===== src/rtl/mem_arbiter_pkg.sv =====
`default_nettype none
// ============================================================================
// Package  : mem_arbiter_pkg
// Purpose  : Shared types and encodings for the fetch/data memory arbiter.
// Revision : 1.0  initial release
// ============================================================================
package mem_arbiter_pkg;

  // Which requester owns an outstanding read.
  typedef enum logic {
    OWNER_IF = 1'b0,
    OWNER_D  = 1'b1
  } owner_e;

  // Bit positions inside the two-bit request/grant vectors.
  localparam int unsigned GNT_IF = 0;
  localparam int unsigned GNT_D  = 1;

endpackage : mem_arbiter_pkg
`default_nettype wire


===== src/rtl/arb_prio.sv =====
`default_nettype none
// ============================================================================
// Module   : arb_prio
// Purpose  : Two-way priority pick. Data wins unless the data run has reached
//            its limit while fetch is waiting, in which case fetch wins.
// Revision : 1.0  initial release
// ============================================================================
module arb_prio
  import mem_arbiter_pkg::*;
(
  input  logic [1:0] i_req,       // [GNT_IF]=fetch, [GNT_D]=data
  input  logic       i_at_limit,  // data run counter has hit its maximum
  output logic [1:0] o_grant      // one-hot (or zero) grant
);

  // Fetch takes the slot when alone or when starvation override applies.
  always_comb begin
    o_grant         = 2'b00;
    o_grant[GNT_IF] = i_req[GNT_IF] & (~i_req[GNT_D] | i_at_limit);
    o_grant[GNT_D]  = i_req[GNT_D] & ~o_grant[GNT_IF];
  end

endmodule : arb_prio
`default_nettype wire


===== src/rtl/mem_arbiter.sv =====
`default_nettype none
// ============================================================================
// Module   : mem_arbiter
// Purpose  : Shares one single-port synchronous RAM between instruction fetch
//            and load/store. Data is favoured, a run-length counter bounds
//            fetch starvation, and read data returns to its owner one cycle
//            after grant.
// Revision : 1.0  initial release
// ============================================================================
module mem_arbiter
  import mem_arbiter_pkg::*;
#(
  parameter int ADDR_W       = 30,
  parameter int DATA_W       = 32,
  parameter int MAX_DATA_RUN = 4
) (
  input  logic                clk,
  input  logic                rst_n,
  // fetch port
  input  logic                i_if_req,
  input  logic [ADDR_W-1:0]   i_if_addr,
  output logic                o_if_gnt,
  output logic                o_if_rvalid,
  output logic [DATA_W-1:0]   o_if_rdata,
  // data port
  input  logic                i_d_req,
  input  logic                i_d_we,
  input  logic [ADDR_W-1:0]   i_d_addr,
  input  logic [DATA_W/8-1:0] i_d_mask,
  input  logic [DATA_W-1:0]   i_d_wdata,
  output logic                o_d_gnt,
  output logic                o_d_rvalid,
  output logic [DATA_W-1:0]   o_d_rdata,
  // RAM port
  output logic                o_mem_en,
  output logic                o_mem_we,
  output logic [ADDR_W-1:0]   o_mem_addr,
  output logic [DATA_W/8-1:0] o_mem_mask,
  output logic [DATA_W-1:0]   o_mem_wdata,
  input  logic [DATA_W-1:0]   i_mem_rdata
);

  localparam int               MASK_W    = DATA_W / 8;
  localparam int               CNT_W     = $clog2(MAX_DATA_RUN + 1);
  localparam logic [CNT_W-1:0] RUN_LIMIT = CNT_W'(MAX_DATA_RUN);

  logic [CNT_W-1:0] run_cnt_q, run_cnt_d;
  logic             rd_pend_q, rd_pend_d;
  owner_e           rd_owner_q, rd_owner_d;

  logic [1:0]       prio_grant;
  logic             if_gnt;
  logic             d_gnt;

  arb_prio u_prio (
    .i_req      ({i_d_req, i_if_req}),
    .i_at_limit (run_cnt_q == RUN_LIMIT),
    .o_grant    (prio_grant)
  );

  // No grant may leave the arbiter while reset is held.
  assign if_gnt   = rst_n & prio_grant[GNT_IF];
  assign d_gnt    = rst_n & prio_grant[GNT_D];
  assign o_if_gnt = if_gnt;
  assign o_d_gnt  = d_gnt;

  // Route the winner's payload to the RAM; fetches are always plain reads.
  always_comb begin
    o_mem_en    = 1'b0;
    o_mem_we    = 1'b0;
    o_mem_addr  = '0;
    o_mem_mask  = '0;
    o_mem_wdata = '0;
    if (d_gnt) begin
      o_mem_en    = 1'b1;
      o_mem_we    = i_d_we;
      o_mem_addr  = i_d_addr;
      o_mem_mask  = i_d_mask;
      o_mem_wdata = i_d_wdata;
    end else if (if_gnt) begin
      o_mem_en    = 1'b1;
      o_mem_addr  = i_if_addr;
      o_mem_mask  = {MASK_W{1'b0}};
    end
  end

  // Next-state for starvation counter and the read-return tracker.
  always_comb begin
    run_cnt_d  = run_cnt_q;
    rd_pend_d  = 1'b0;
    rd_owner_d = rd_owner_q;

    if (!i_if_req || if_gnt) begin
      run_cnt_d = '0;
    end else if (d_gnt && (run_cnt_q != RUN_LIMIT)) begin
      run_cnt_d = run_cnt_q + 1'b1;
    end

    if (d_gnt && !i_d_we) begin
      rd_pend_d  = 1'b1;
      rd_owner_d = OWNER_D;
    end else if (if_gnt) begin
      rd_pend_d  = 1'b1;
      rd_owner_d = OWNER_IF;
    end
  end

  // State registers with synchronous active-low reset.
  always_ff @(posedge clk) begin
    if (!rst_n) begin
      run_cnt_q  <= '0;
      rd_pend_q  <= 1'b0;
      rd_owner_q <= OWNER_IF;
    end else begin
      run_cnt_q  <= run_cnt_d;
      rd_pend_q  <= rd_pend_d;
      rd_owner_q <= rd_owner_d;
    end
  end

  // Read data is broadcast; only the owner's valid is raised.
  assign o_if_rvalid = rst_n & rd_pend_q & (rd_owner_q == OWNER_IF);
  assign o_d_rvalid  = rst_n & rd_pend_q & (rd_owner_q == OWNER_D);
  assign o_if_rdata  = i_mem_rdata;
  assign o_d_rdata   = i_mem_rdata;

endmodule : mem_arbiter
`default_nettype wire


===== config.mk =====
export PLATFORM = sky130hd
export DESIGN_NAME = mem_arbiter
export DESIGN_NICKNAME = d
export VERILOG_FILES = /design/src/rtl/mem_arbiter_pkg.sv /design/src/rtl/arb_prio.sv /design/src/rtl/mem_arbiter.sv
export SDC_FILE = /design/constraint.sdc
export NUM_CORES = 1
export LEC_CHECK = 0
export CAP_MARGIN = 15
export CORE_AREA = 4 4 101 103
export CTS_CLUSTER_SIZE = 24
export DETAILED_ROUTE_END_ITERATION = 6
export DIE_AREA = 0 0 105 107
export PLACE_DENSITY_LB_ADDON = 0.05
export SLEW_MARGIN = 20
export SYNTH_ARGS = -nofsm -noshare
export SYNTH_HDL_FRONTEND = slang
export SYNTH_SLANG_ARGS = --single-unit
export TNS_END_PERCENT = 30

===== constraint.sdc =====
create_clock -name clk -period 4.8 [get_ports clk]
set_input_delay 1.2 -clock clk [delete_from_list [all_inputs] [get_ports clk]]
set_output_delay 1.2 -clock clk [all_outputs]
set_load 0.01 [all_outputs]

After elaboration in Yosys (flattened, before gate mapping) --
Index checks and enable logic that the tools add are counted.
Word-level totals: output and inout bits 136, word-level logic and storage cells 35, RAM bits 0, bits of input ports 133, ROM bits 0, memories kept 0, register bits after elaboration 5, bits in latches 0
Cells by class: $lt $le $gt $ge 0, divide/modulo/power cells 0, eq/ne operators 2, muxes and demuxes 10, bitwise logic cells 12, add/subtract/negate cells 1, shift operators 0, $mul 0, reduce and logical (&&, ||, !) cells 7
Operators with widths (count):
- 30-bit 2-to-1 mux | 2
- 32-bit 2-to-1 mux | 1
- 1-bit bitwise AND | 7
- 1-bit 2-to-1 mux | 6
- 4-bit 2-to-1 mux | 1
- 1-bit inverter | 4
- 3-bit by 1-bit adder with 3-bit output (second input constant) | 1
- 3-bit == test (second input constant) | 1
- 3-bit != test (second input constant) | 1
- 1-bit logical AND | 2
- 1-bit zero test | 2
- 2-bit nonzero test | 1
- 2-bit OR reduction | 1
- 1-bit logical OR | 1
- 1-bit bitwise OR | 1

Longest topological paths before layout --
depth in word-level cells 8, gate-level depth with buffers 6, mapped depth without buffers 4

By module --
A second synthesis with hierarchy kept.
Unflattened totals: cells, all modules 182, area total of the unflattened synthesis 1326.3 um^2
By module, submodules not included:
- mem_arbiter | area each 1307.5 um^2, seq. area each 100.1 um^2, cells an instance 179, instances 1
- arb_prio | area each 18.8 um^2, seq. area each 0.0 um^2, cells an instance 3, instances 1

Least setup slack after synthesis --
OpenSTA, ideal clock, no wires.
kind in2out, start point input port i_if_req, end point output port o_mem_addr[0], setup slack 1.664 ns, arrival time 1.936 ns, buffers on the path 3, stages on the path 5, required time 3.600 ns, path through buf_6 and3_1 buf_6 buf_6 o22ai_2
On the way: cells in the longest elaborated chain, start to end 5, elaborated cells between the ends (all ways) 7, classes of those cells mux (2); bitwise (5)
Ends and longest elaborated chain:
- start, declared | RTL line mem_arbiter.sv:20 | input logic i_if_req,
- 1-bit bitwise AND (*) | RTL line arb_prio.sv:19 | o_grant[GNT_IF] = i_req[GNT_IF] & (~i_req[GNT_D] | i_at_limit);
- 1-bit inverter | RTL line arb_prio.sv:20 | o_grant[GNT_D] = i_req[GNT_D] & ~o_grant[GNT_IF];
- 1-bit bitwise AND | RTL line arb_prio.sv:20
- 1-bit bitwise AND | RTL line mem_arbiter.sv:63 | assign d_gnt = rst_n & prio_grant[GNT_D];
- 30-bit 2-to-1 mux (*) | RTL line mem_arbiter.sv:74 | if (d_gnt) begin
- end, declared | RTL line mem_arbiter.sv:37 | output logic [ADDR_W-1:0] o_mem_addr,
Every way passes the cells marked *; elsewhere a longest branch is shown, timed or not.

Final worst setup path --
start point input port i_if_req, end point output port o_mem_addr[16]
Same word-level chain as after synthesis.

==> impl_metrics.csv <==
group,metric,value,unit
finish,antenna_cells,0,
timing,slew_headroom,38.2,%
clock_network,clock_path_buffers,2,
place,place_congestion,0.665,
worst_setup_path,cp_max_fo,32,
timing,period_needed,4.45,ns
clock_network,cts_made_buffers,3,
route,drc_errors,0,
logic_synthesis,synth-seq-cells,5,
timing,finalCritPeriodShare,92.7,%
timing,setup_viol_count_final,0,
floorplanning,dieArea,0.0112,mm²
flow_run,maxCapViolCount,0,
place,dp_hpwl,5530,µm
route,wl_met2,3340,µm
power,p_leak,1.23,nW
power,power_frac_clock,21.5,%
floorplanning,num_rows,35,
finish,drive_above_1_share,13.2,%
global_route,grt_pass1_vias,2168,
worst_setup_path,crit_path_end_kind,"output pin",
clock_network,clockRootBuffer,"clkbuf_8",
worst_setup_path,reg2reg_from,"run_cnt_q[0]$_SDFFE_PP0P_",
clock_network,htree_levels,1,
clock_network,clk_pin_slew_worst_paths,0.03,ns
logic_synthesis,synth_area_leader_cell,"buf_4",
floorplanning,io_pins,269,
worst_setup_path,max_stage_delay,0.81,ns
logic_synthesis,netlist_instances,250,
logic_synthesis,synth_edf_count,0,
logic_synthesis,ys_warn_count,0,
route,dr.first_iter.drc_count,98,
clock_network,cts_resized,0,
power,internal_power,0.251,mW
clock_network,cts_hold_buf,0,
timing,fmax,225,MHz
place,port-buffer-count,172,
logic_synthesis,synth.distinct_cells,25,
route,via_count,2094,
power,switching_share,29.3,%
power,ir_drop,0.0405,mV
global_route,grt_pass1_wl,11400,µm
power,power.net_switching,0.104,mW
timing,rsz0062_at_grt,"no",
power,combinationalPowerShare,66.0,%
logic_synthesis,synth_area_leaders,"buf_4 (26%), o22ai_2 (19%), nand3_1 (16%)",
logic_synthesis,syn_avg_cell_area,7.47,µm²
clock_network,clk_latency,0.22,ns
worst_setup_path,cp_cell_sequence,"clkdlybuf4s50_1, and3_2, o22ai_2, clkdlybuf4s50_1",
timing,worst_slew_pin_slew,0.928,ns
route,wl_per_cell,16.2,µm
worst_setup_path,crit_type,"in2out",
global_route,overflow,0,
worst_setup_path,cp-start-kind,"primary input",
worst_setup_path,crit_arrival,3.25,ns
worst_setup_path,worst-r2r-cell-count,4,
worst_setup_path,cp_top_family,"buffers and inverters",
logic_synthesis,synth_nets,385,
floorplanning,die_h,107,µm
global_route,grt_usage,12.2,%
min_path,hold_path.class,"reg2reg",
worst_setup_path,crit_slowest_cell,"and3_2",
clock_network,cts_tree,"yes",
finish,design_area,0.00315,mm²
finish,area_growth,68.8,%
min_path,min_to,"run_cnt_q[0]$_SDFFE_PP0P_",
worst_setup_path,crit_top_cell,"clkdlybuf4s50_1",
timing,tns,0,ns
logic_synthesis,ys_async_sr_fraction,0,%
route,drt-met1-wl,2880,µm
power,power.density,113,mW/mm²
clock_network,cts_setup_buffers,0,
global_route,grt_max_degree,38,
floorplanning,initial_core_util,20.3,%
floorplanning,die_x,105,µm
clock_network,cts_sinks,5,
worst_setup_path,crit_buf_inv,2,
timing,hold_viol_final,0,
timing,finalMaxSlewViolations,0,
floorplanning,core_area,0.00920,mm²
route,dr.pass1.iters,4,
status,status,"complete, no violations",
logic_synthesis,yosysSeqAreaShare,5.36,%
route,antenna_left,0,
min_path,hp-start,"run_cnt_q[0]$_SDFFE_PP0P_",
logic_synthesis,ys.flop_type,"dfxtp_1",
global_route,grt_antenna_before_repair,0,
route,routed_wl,7320,µm
worst_setup_path,crit_required,3.60,ns
place,placed_area,0.00311,mm²
worst_setup_path,worstReg2RegEnd,"rd_pend_q$_SDFF_PN0_",
route,viasPerCell,4.64,
route,wl_met3,957,µm
route,topRoutingLayerUsed,"met4",
worst_setup_path,r2r_slack,2.97,ns
logic_synthesis,netlist_area,0.00187,mm²
finish,utilization,34.3,%
timing,skew,0.000538,ns
finish,final_nets,476,
min_path,hold_path_depth,1,
power,seq_power_share,12.5,%
logic_synthesis,synth_top_area_share,26.1,%
state kept, by name, indices dropped and copies added, names as in the netlist:
register,cells
rd_pend_q,1
rd_owner_q,1
run_cnt_q,3
cells in the mapped netlist, drive strengths merged (2+ instances only):
master,count
buf,81
nor2,3
and3,39
nand3,61
nand2,3
o22ai,30
dfxtp,5
ha,2
inv,3
clkbuf,12
through the flow:
step / total power, mW / cells / worst slack (ns) / hold WS [ns]
final: 0.355 / 451 / 0.353 / 0.474
after global routing: 0.378 / 451 / 0.231 / 0.508
after CTS: 0.361 / 451 / 0.310 / 0.485
after detailed placement: 0.282 / 447 / 0.309 / 0.480
after global placement: 0.283 / 447 / 0.300 / 0.452
after floorplan: 0.190 / 250 / 1.66 / 0.426
how the worst max path moves through the flow:
| stage | from | endpoint | slack, ns | cells after the start |
|---|---|---|---|---|
| 3_5_place_dp | i_if_req | o_mem_addr[18] | 0.31 | 4 |
| 2_1_floorplan | i_if_req | o_mem_addr[0] | 1.66 | 5 |
| 6_report | i_if_req | o_mem_addr[16] | 0.35 | 4 |
| 5_1_grt | i_if_req | o_mem_addr[29] | 0.23 | 4 |
| 4_1_cts | i_if_req | o_mem_addr[29] | 0.31 | 4 |
| 3_3_place_gp | i_if_req | o_mem_addr[18] | 0.30 | 4 |
cells by family (layout without fill, tap and decap cells):
kind of cell    count (synthesis)  count (layout)  share of synthesized area (%)
simple gates                  112             112                           33.2
buf+inv                        96             186                           37.1
compound gates                 35              35                           22.9
flops                           5               5                           5.36
fa+ha+maj                       2               2                           1.34
final cells by class:
class / count / area, µm²
well taps: 111 / 139
clock buffers: 4 / 45.0
flip-flops and latches: 5 / 100
multi-input cells: 149 / 1070
inverters: 3 / 11.3
fillers: 1003 / 6040
repair buffers: 179 / 1780
placed cells by master, fill, tap and decap left out, types with 2 or more instances in the layout:
cell,instances
inv_1,3
o22ai_2,29
ha_1,2
nor2_1,3
and3_1,38
clkbuf_8,3
clkdlybuf4s50_1,171
nand2_1,3
nand3_1,60
buf_4,6
dfxtp_1,5
routing by layer:
metal / track usage [%] / up-vias
met5: 0 / -
met4: 4.22 / 0
met3: 5.54 / 17
met2: 20.9 / 142
met1: 13.4 / 926
li1: - / 1009
power groups by stage:
stage	registers (mW)	clock network (mW)	logic (mW)
after floorplan	0.0446	0	0.145
after global placement	0.0448	0	0.238
after detailed placement	0.0449	0	0.237
after CTS	0.0443	0.0791	0.238
after global routing	0.0445	0.0812	0.252
final	0.0443	0.0764	0.234
(Power assumes the default switching activity.)
